`config.mk`:
```
export PLATFORM = sky130hd
export DESIGN_NAME = uart_rx_fifo
export DESIGN_NICKNAME = d
export VERILOG_FILES = /design/src/rtl/uart_rx_fifo.sv
export SDC_FILE = /design/constraint.sdc
export NUM_CORES = 1
export LEC_CHECK = 0
export BUFFER_PORTS_ARGS = -buffer_cell sky130_fd_sc_hd__buf_4
export CAP_MARGIN = 15
export CORE_MARGIN = 3
export CORE_UTILIZATION = 42
export DETAILED_ROUTE_END_ITERATION = 16
export HOLD_SLACK_MARGIN = 0.12
export MAX_ROUTING_LAYER = met4
export SYNTH_ARGS = -nofsm -noshare
export SYNTH_HDL_FRONTEND = slang
export SYNTH_SLANG_ARGS = --single-unit
```
`constraint.sdc`:
```
create_clock -name clk -period 3.4 [get_ports clk]
set_input_delay 0.17 -clock clk [delete_from_list [all_inputs] [get_ports clk]]
set_output_delay 0.17 -clock clk [all_outputs]
set_load 0.01 [all_outputs]
```
`src/rtl/uart_rx_fifo.sv`:
```
// Oversampling UART receiver feeding a show-ahead receive FIFO. The frame is pushed at tick 9 of its last stop bit.
// The drain port uses valid/ready handshaking. A frame that arrives while the FIFO is full is dropped and sets the sticky overrun flag.
module uart_rx_fifo #(
   parameter int DATA_BITS  = 8,
   parameter int FIFO_DEPTH = 16
) (
   input  logic                                 clk,
   input  logic                                 rst,
   input  logic                                 data_tx,
   input  logic [15:0]                          baud_div,
   input  logic [1:0]                           parity_type,
   input  logic                                 stop_bits,
   input  logic                                 rx_ready,
   input  logic                                 clr_err,
   output logic                                 rx_valid,
   output logic [DATA_BITS-1:0]                 rx_data,
   output logic                                 rx_parity_err,
   output logic                                 rx_frame_err,
   output logic                                 rx_break,
   output logic                                 active_flag,
   output logic                                 done_flag,
   output logic                                 overrun,
   output logic [$clog2(FIFO_DEPTH+1)-1:0]      fifo_count
);
   localparam int AW = $clog2(FIFO_DEPTH);
   localparam int CW = $clog2(FIFO_DEPTH+1);
   localparam int EW = DATA_BITS + 3;
   localparam logic [3:0] LAST_BIT = 4'(DATA_BITS - 1);

   localparam logic [2:0] S_IDLE   = 3'd0;
   localparam logic [2:0] S_START  = 3'd1;
   localparam logic [2:0] S_DATA   = 3'd2;
   localparam logic [2:0] S_PARITY = 3'd3;
   localparam logic [2:0] S_STOP   = 3'd4;

   logic                 r_sync1, r_sync2, r_prev;
   logic [2:0]           r_state;
   logic [15:0]          r_baud_cnt, r_div;
   logic [1:0]           r_par;
   logic                 r_stop;
   logic [3:0]           r_tick_cnt, r_bit_cnt;
   logic                 r_s7, r_s8;
   logic [DATA_BITS-1:0] r_shift;
   logic                 r_par_bit, r_ferr, r_any_high;
   logic [EW-1:0]        r_mem [FIFO_DEPTH];
   logic [AW:0]          r_wr_ptr, r_rd_ptr;
   logic                 r_overrun;

   logic          w_start, w_tick, w_maj, w_mid, w_end, w_par_en, w_last_stop;
   logic          w_push, w_perr, w_ferr, w_brk, w_empty, w_full, w_pop, w_wr;
   logic [EW-1:0] w_entry, w_head;

   assign w_start     = (r_state == S_IDLE) && r_prev && !r_sync2;
   assign w_tick      = (r_baud_cnt == r_div);
   assign w_maj       = (r_s7 & r_s8) | (r_s7 & r_sync2) | (r_s8 & r_sync2);
   assign w_mid       = w_tick && (r_tick_cnt == 4'd9);
   assign w_end       = w_tick && (r_tick_cnt == 4'd15);
   assign w_par_en    = (r_par == 2'b01) || (r_par == 2'b10);
   assign w_last_stop = (r_bit_cnt == {3'b000, r_stop});
   assign w_push      = (r_state == S_STOP) && w_mid && w_last_stop;
   // Odd parity expects the XOR of data and parity to be 1, even expects 0.
   assign w_perr      = w_par_en && ((^r_shift ^ r_par_bit) != (r_par == 2'b01));
   assign w_ferr      = r_ferr | ~w_maj;
   assign w_brk       = ~r_any_high & ~w_maj;
   assign w_entry     = {w_brk, w_ferr, w_perr, r_shift};

   always_ff @(posedge clk) begin
      if (rst) begin
         r_sync1    <= 1'b1;
         r_sync2    <= 1'b1;
         r_prev     <= 1'b1;
         r_state    <= S_IDLE;
         r_baud_cnt <= '0;
         r_div      <= '0;
         r_par      <= '0;
         r_stop     <= 1'b0;
         r_tick_cnt <= '0;
         r_bit_cnt  <= '0;
         r_s7       <= 1'b0;
         r_s8       <= 1'b0;
         r_shift    <= '0;
         r_par_bit  <= 1'b0;
         r_ferr     <= 1'b0;
         r_any_high <= 1'b0;
      end else begin
         r_sync1 <= data_tx;
         r_sync2 <= r_sync1;
         r_prev  <= r_sync2;
         if (w_start) begin
            r_baud_cnt <= '0;
            r_div      <= baud_div;
            r_par      <= parity_type;
            r_stop     <= stop_bits;
            r_tick_cnt <= '0;
            r_bit_cnt  <= '0;
            r_ferr     <= 1'b0;
            r_any_high <= 1'b0;
            r_state    <= S_START;
         end else begin
            r_baud_cnt <= w_tick ? 16'd0 : r_baud_cnt + 16'd1;
            if (r_state != S_IDLE && w_tick) begin
               r_tick_cnt <= r_tick_cnt + 4'd1;
               if (r_tick_cnt == 4'd7) r_s7 <= r_sync2;
               if (r_tick_cnt == 4'd8) r_s8 <= r_sync2;
            end
            case (r_state)
               S_IDLE: ;
               S_START: begin
                  if (w_mid && w_maj) r_state <= S_IDLE;
                  else if (w_end)     r_state <= S_DATA;
               end
               S_DATA: begin
                  if (w_mid) begin
                     r_shift    <= {w_maj, r_shift[DATA_BITS-1:1]};
                     r_any_high <= r_any_high | w_maj;
                  end
                  if (w_end) begin
                     if (r_bit_cnt == LAST_BIT) begin
                        r_bit_cnt <= '0;
                        r_state   <= w_par_en ? S_PARITY : S_STOP;
                     end else begin
                        r_bit_cnt <= r_bit_cnt + 4'd1;
                     end
                  end
               end
               S_PARITY: begin
                  if (w_mid) begin
                     r_par_bit  <= w_maj;
                     r_any_high <= r_any_high | w_maj;
                  end
                  if (w_end) r_state <= S_STOP;
               end
               S_STOP: begin
                  if (w_mid) begin
                     r_ferr     <= w_ferr;
                     r_any_high <= r_any_high | w_maj;
                     // Leave mid-bit so a back-to-back start edge is not missed.
                     if (w_last_stop) r_state <= S_IDLE;
                  end else if (w_end) begin
                     r_bit_cnt <= r_bit_cnt + 4'd1;
                  end
               end
               default: r_state <= S_IDLE;
            endcase
         end
      end
   end

   assign w_empty = (r_wr_ptr == r_rd_ptr);
   assign w_full  = (r_wr_ptr[AW-1:0] == r_rd_ptr[AW-1:0]) && (r_wr_ptr[AW] != r_rd_ptr[AW]);
   assign w_pop   = !w_empty && rx_ready;
   assign w_wr    = w_push && (!w_full || w_pop);
   assign w_head  = r_mem[r_rd_ptr[AW-1:0]];

   always_ff @(posedge clk) begin
      if (w_wr) r_mem[r_wr_ptr[AW-1:0]] <= w_entry;
   end

   always_ff @(posedge clk) begin
      if (rst) begin
         r_wr_ptr  <= '0;
         r_rd_ptr  <= '0;
         r_overrun <= 1'b0;
      end else begin
         if (w_wr)  r_wr_ptr <= r_wr_ptr + 1'b1;
         if (w_pop) r_rd_ptr <= r_rd_ptr + 1'b1;
         if (w_push && w_full && !w_pop) r_overrun <= 1'b1;
         else if (clr_err)               r_overrun <= 1'b0;
      end
   end

   assign rx_valid      = !w_empty;
   assign rx_data       = rx_valid ? w_head[DATA_BITS-1:0] : '0;
   assign rx_parity_err = rx_valid & w_head[DATA_BITS];
   assign rx_frame_err  = rx_valid & w_head[DATA_BITS+1];
   assign rx_break      = rx_valid & w_head[DATA_BITS+2];
   assign active_flag   = (r_state != S_IDLE);
   assign done_flag     = w_push;
   assign overrun       = r_overrun;
   assign fifo_count    = CW'(r_wr_ptr - r_rd_ptr);
endmodule

```
# [Word-level counts from Yosys, hierarchy flattened]
# Memory sizes are Yosys's and may differ from the RTL's. A register that Yosys moved wholly into a read port is not among the register bits.
# Index checks and enable logic that the tools add are counted.
[classes] add_sub_neg=6 n_eq_ne=32 n_mux=22 bitwise_logic=16 n_reduce_logical=37
[ops] operator="3-bit 2-to-1 mux" n=8
[ops] operator="4-bit 2-to-1 mux" n=6
[ops] operator="3-bit inequality test (second input constant)" n=6
[ops] operator="16-bit by 1-bit adder with 16-bit output (second input constant)" n=1
[ops] operator="16-bit == test" n=1
[ops] operator="2-bit inequality test (second input constant)" n=8
[ops] operator="3-bit case mux with 5 select lines" n=1
[ops] operator="1-bit logical AND" n=14
[ops] operator="7-bit AND reduction" n=2
[ops] operator="4-bit == test (second input constant)" n=3
[ops] operator="3-bit AND reduction" n=4
[ops] operator="5-bit by 1-bit adder with 5-bit output (second input constant)" n=2
[ops] operator="4-bit by 1-bit adder with 4-bit output (second input constant)" n=2
[ops] operator="4-bit by 3-bit == test with 1-bit output (second input constant)" n=2
[ops] operator="8-bit 2-to-1 mux" n=1
[ops] operator="4-bit case mux with 2 select lines" n=1
[ops] operator="8-bit XOR reduction" n=1
[ops] operator="1-bit AND" n=7
[ops] operator="3-bit by 2-bit == test with 1-bit output (second input constant)" n=2
[ops] operator="3-bit OR reduction" n=2
[ops] operator="5-bit == test" n=1
[ops] operator="1-bit 2-to-1 mux" n=5
[ops] operator="5-bit subtractor" n=1
[ops] operator="4-bit by 1-bit == test with 1-bit output" n=1
[ops] operator="18 further kinds" n=31
[totals] register_bits=73 ram_bits=176 inputBits=24 output_inout_bits=20 mem_count=1
[mem_list] memory="r_mem" words=16 width=11 rd=1 rd_ports_with_merged_regs=1 write_ports=1 line_no="45" rtl="logic [EW-1:0] r_mem [FIFO_DEPTH];"

# [Depth between registers and ports, before layout]
[logic_depth] ltp_word=7 depth_mapped=9 depth_no_buf=8

# [Least setup slack after synthesis]
# OpenSTA, ideal clock, no wires.
[synth_path] path_type="register to register" from="reg r_bit_cnt[0]" to="mem r_mem[0][0] (netlist name), enable pin" setup_ps=393 arrival_ps=2475 required_ps=3007 path_slack_ps=532 stages_incl_launch_ff=8 path_buffers=1 path_cell_list="dfxtp_1 > xor2_1 > or4_1 > nor3_1 > and3_1 > buf_2 > nand2_1 > nor3_1"
[synth_via] elab_chain_cells=5
[synth_rtl] item="start: declaration" line_no="41" rtl="logic [3:0] r_tick_cnt, r_bit_cnt;"
[synth_rtl] item="start signal: assignment" line_no="122" rtl="r_bit_cnt <= r_bit_cnt + 4'd1;"
[synth_rtl] item="start signal: assignment" line_no="140" rtl="r_bit_cnt <= r_bit_cnt + 4'd1;"
[synth_rtl] item="4-bit by 1-bit == test with 1-bit output" line_no="59" rtl="assign w_last_stop = (r_bit_cnt == {3'b000, r_stop});"
[synth_rtl] item="1-bit logical AND" line_no="60" rtl="assign w_push = (r_state == S_STOP) && w_mid && w_last_stop;"
[synth_rtl] item="1-bit logical AND" line_no="152" rtl="assign w_wr = w_push && (!w_full || w_pop);"
[synth_rtl] item="1-bit 2-to-1 mux" line_no="156" rtl="if (w_wr) r_mem[r_wr_ptr[AW-1:0]] <= w_entry;"
[synth_rtl] item="1-bit 2-to-1 mux (not written as such)" line_no="156"
[synth_rtl] item="end: declaration" line_no="45"
# No other way between the ends.

==> results.toml <==
[die]
die_h_um = 163.9
start_util_pct = 42.92
core_mm2 = 0.02439
die_w_um = 163.9
io_pins = 44
dieArea_mm2 = 0.02685
rows = 57

[timing]
fin_crit_sh_pct = 89.36
fin_crit_ns = 3.038
finalHoldViolCount = 0
slew_viol_final = 0
setup_ws_ns = 0.3618
rsz0062_at_grt = "false"
setup_viol = 0
fin_skew_ns = 0.01253
tns_ns = 0
max-slew-margin-rel_pct = 42.42
tightest_slew_ns = 0.8625
fmax_mhz = 329.1

[cells_and_area]
area_growth_pct = 19.01
nFillCells = 2056
fin_nets = 839
drive_gt1_share_pct = 21.46
diodes = 0

[cts]
cts.sinks = 253
clockBufferDepth = 3
clock_latency_ns = 0.53
htree_levels = 1
cts_buffers = 27
postCtsSetupBuffers = 0
cts_hold_buf = 30
cts_resized = 0
cts-root-buf = "clkbuf_16"
cts_tree = "done"
cts.reportedPaths.clkPinSlew_ns = 0.06

[setup_path]
arrival_ns = 2.87
cp_cell_sequence = "buf_12 -> mux4_2 -> mux4_2 -> nor2b_1 -> buf_4"
worstPathRequired_ns = 3.23
critPathSlowestCell = "dfxtp_2"
slowest_delay_ns = 0.60
criticalPathCategory = "flop to output port"
start_kind = "flop"
path_max_fanout = 34
cp-end-kind = "output port"
crit_path_frequent_cell = "mux4_2"

[power]
p_per_area_mw_per_mm2 = 512.0
leakage_nw = 4.347
irDropWorstVdd_mv = 0.3587

[global_routing]
grt_pass1_wl_um = 35490
grt_max_degree = 50
gr-total-overflow = 0
grt_pass1_vias = 6336
grt_usage_pct = 17.77
antenna_found_initial = 0

[placed_design]
pre_cts_slack_ns = 0.5097
port_buffers = 43
place_hpwl_um = 15320
gp_congestion = 0.8841

[yosys]
synthCells = 708
ys_types = 47
avgSynthCellArea_um2 = 14.78
synth_edf_count = 176
synth-async-reset-ratio_pct = 0
synth_ff_type = "edfxtp_1"
syn_nets = 748
yosysSeqAreaShare_pct = 65.22
yosysWarnings = 0
ys_ff_latch = 253
syn_area_mm2 = 0.01047

[detailed_routing]
vias_per_cell = 5.295
drc_errors = 0
vias = 6058
antenna_left = 0
post_drt_wl_per_cell_um = 19.90
wl_um = 22770
drtIter0Drc = 402
firstDrtPassIters = 7

[status]
status = "complete, no violations"

[job]
maxCapViolCount = 0

[min_path]
hp-class = "primary input to flop"
==> cells in the mapped netlist, types with 2 or more instances <==
cell type / count / area (µm²)
xnor2_1: 22 / 192.7
mux2i_1: 13 / 130.1
nor4_2: 3 / 37.54
a211oi_1: 2 / 15.01
nor4_4: 2 / 42.54
or3_1: 2 / 12.51
mux4_2: 55 / 1239
or4_1: 4 / 30.03
xor2_1: 35 / 306.5
nand3b_1: 2 / 15.01
and3_1: 12 / 75.07
o31ai_1: 2 / 15.01
ha_1: 15 / 187.7
nand3_1: 10 / 50.05
and2_1: 2 / 12.51
a21o_1: 2 / 15.01
nor2b_1: 16 / 100.1
o21ai_0: 3 / 15.01
nor4_1: 3 / 18.77
or2_2: 3 / 18.77
nand2_1: 61 / 229.0
clkbuf_1: 24 / 90.09
nand4_1: 8 / 50.05
nand2b_1: 5 / 31.28
a21oi_1: 31 / 155.2
nor3_1: 13 / 65.06
buf_4: 2 / 15.01
dfxtp_1: 77 / 1541
edfxtp_1: 176 / 5285
inv_1: 18 / 67.56
buf_2: 6 / 30.03
nor2_1: 64 / 240.2
==> cell families (layout without fill, tap and decap cells) <==
kind of cell             count (synthesis)  count (layout)  share of synthesized area, %
XOR/XNOR                                57              57                         4.769
buffers and inverters                   52             164                         2.080
adder cells (fa/ha/maj)                 17              17                         2.080
flip-flops                             253             253                         65.22
AO/OA/AOI/OAI                           47              47                         2.606
multiplexers                            68              68                         13.08
AND/OR/NAND/NOR                        214             214                         10.17
==> final cells by class <==
cell class	instances	area (µm²)	area share [%]
flip-flops and latches	253	6829	54.82
multi-input cells	403	3448	27.68
repair buffers	96	820.8	6.589
clock buffers	31	690.7	5.544
well taps	324	405.4	3.254
clock inverters	19	195.2	1.567
inverters	18	67.56	0.5424
==> path summary, 6_finish.rpt <==
check,start,to,slack (ns),depth (start not counted)
worst max-delay path,flop,rx_data[5],0.36,5
worst min-delay path,rx_ready,flop,0.24,4
worst max register to register,r_wr_ptr[2],r_mem[5][8],0.48,6
worst min register to register,r_sync1,r_sync2,0.42,1
==> cells in the final DEF (no fill, tap or decap), types with 15 or more instances in the layout <==
| cell | n |
|---|---|
| inv_1 | 18 |
| xnor2_1 | 22 |
| edfxtp_1 | 176 |
| mux4_2 | 55 |
| nand2_1 | 61 |
| buf_4 | 64 |
| a21oi_1 | 31 |
| nor2_1 | 64 |
| dlygate4sd3_1 | 30 |
| xor2_1 | 35 |
| clkbuf_16 | 27 |
| nor2b_1 | 16 |
| ha_1 | 15 |
| dfxtp_1 | 75 |
==> critical path, delay by kind of cell (launching register included) <==
kind | cells | cell delay, ns
multiplexers | 2 | 1.07
flip-flops | 1 | 0.60
buffers and inverters | 2 | 0.48
AND/OR/NAND/NOR | 1 | 0.16
==> sequential cells by signal (all words and copies together) (netlist names), 2 cells and up, named ones only <==
name,flops
r_state,3
r_mem,176
r_div,16
r_rd_ptr,5
r_tick_cnt,4
r_par,2
r_baud_cnt,16
r_wr_ptr,5
r_bit_cnt,4
r_shift,8
==> report_power, final <==
group	internal, mW	leakage, nW	switching (mW)
clock network	1.76	0.431	1.15
registers	3.27	2.24	0.0154
logic	0.0816	1.67	0.107
total	5.11	4.35	1.27
==> layer usage <==
metal / GRT usage [%] / vias to the layer above / wire length, µm
li1: - / 2809 / -
met4: 4.383 / 0 / 560
met3: 2.421 / 40 / 965
met2: 31.28 / 171 / 11990
met1: 21.82 / 3038 / 9257
met5: - / - / 0
==> per-stage QoR <==
step / cells / hold slack (ns) / area (µm²) / util, % / power, mW
finish: 1144 / 0.2361 / 12460 / 51.07 / 6.378
global route: 1144 / 0.2964 / 12460 / 51.07 / 6.591
CTS: 1144 / 0.2278 / 12460 / 51.07 / 6.443
detailed placement: 1064 / 0.3586 / 11270 / 46.21 / 3.515
global placement: 1064 / 0.3619 / 11270 / 46.21 / 3.509
floorplan: 708 / 0.2738 / 10470 / - / 3.459
No activity file was read; power rests on OpenSTA's default activity.
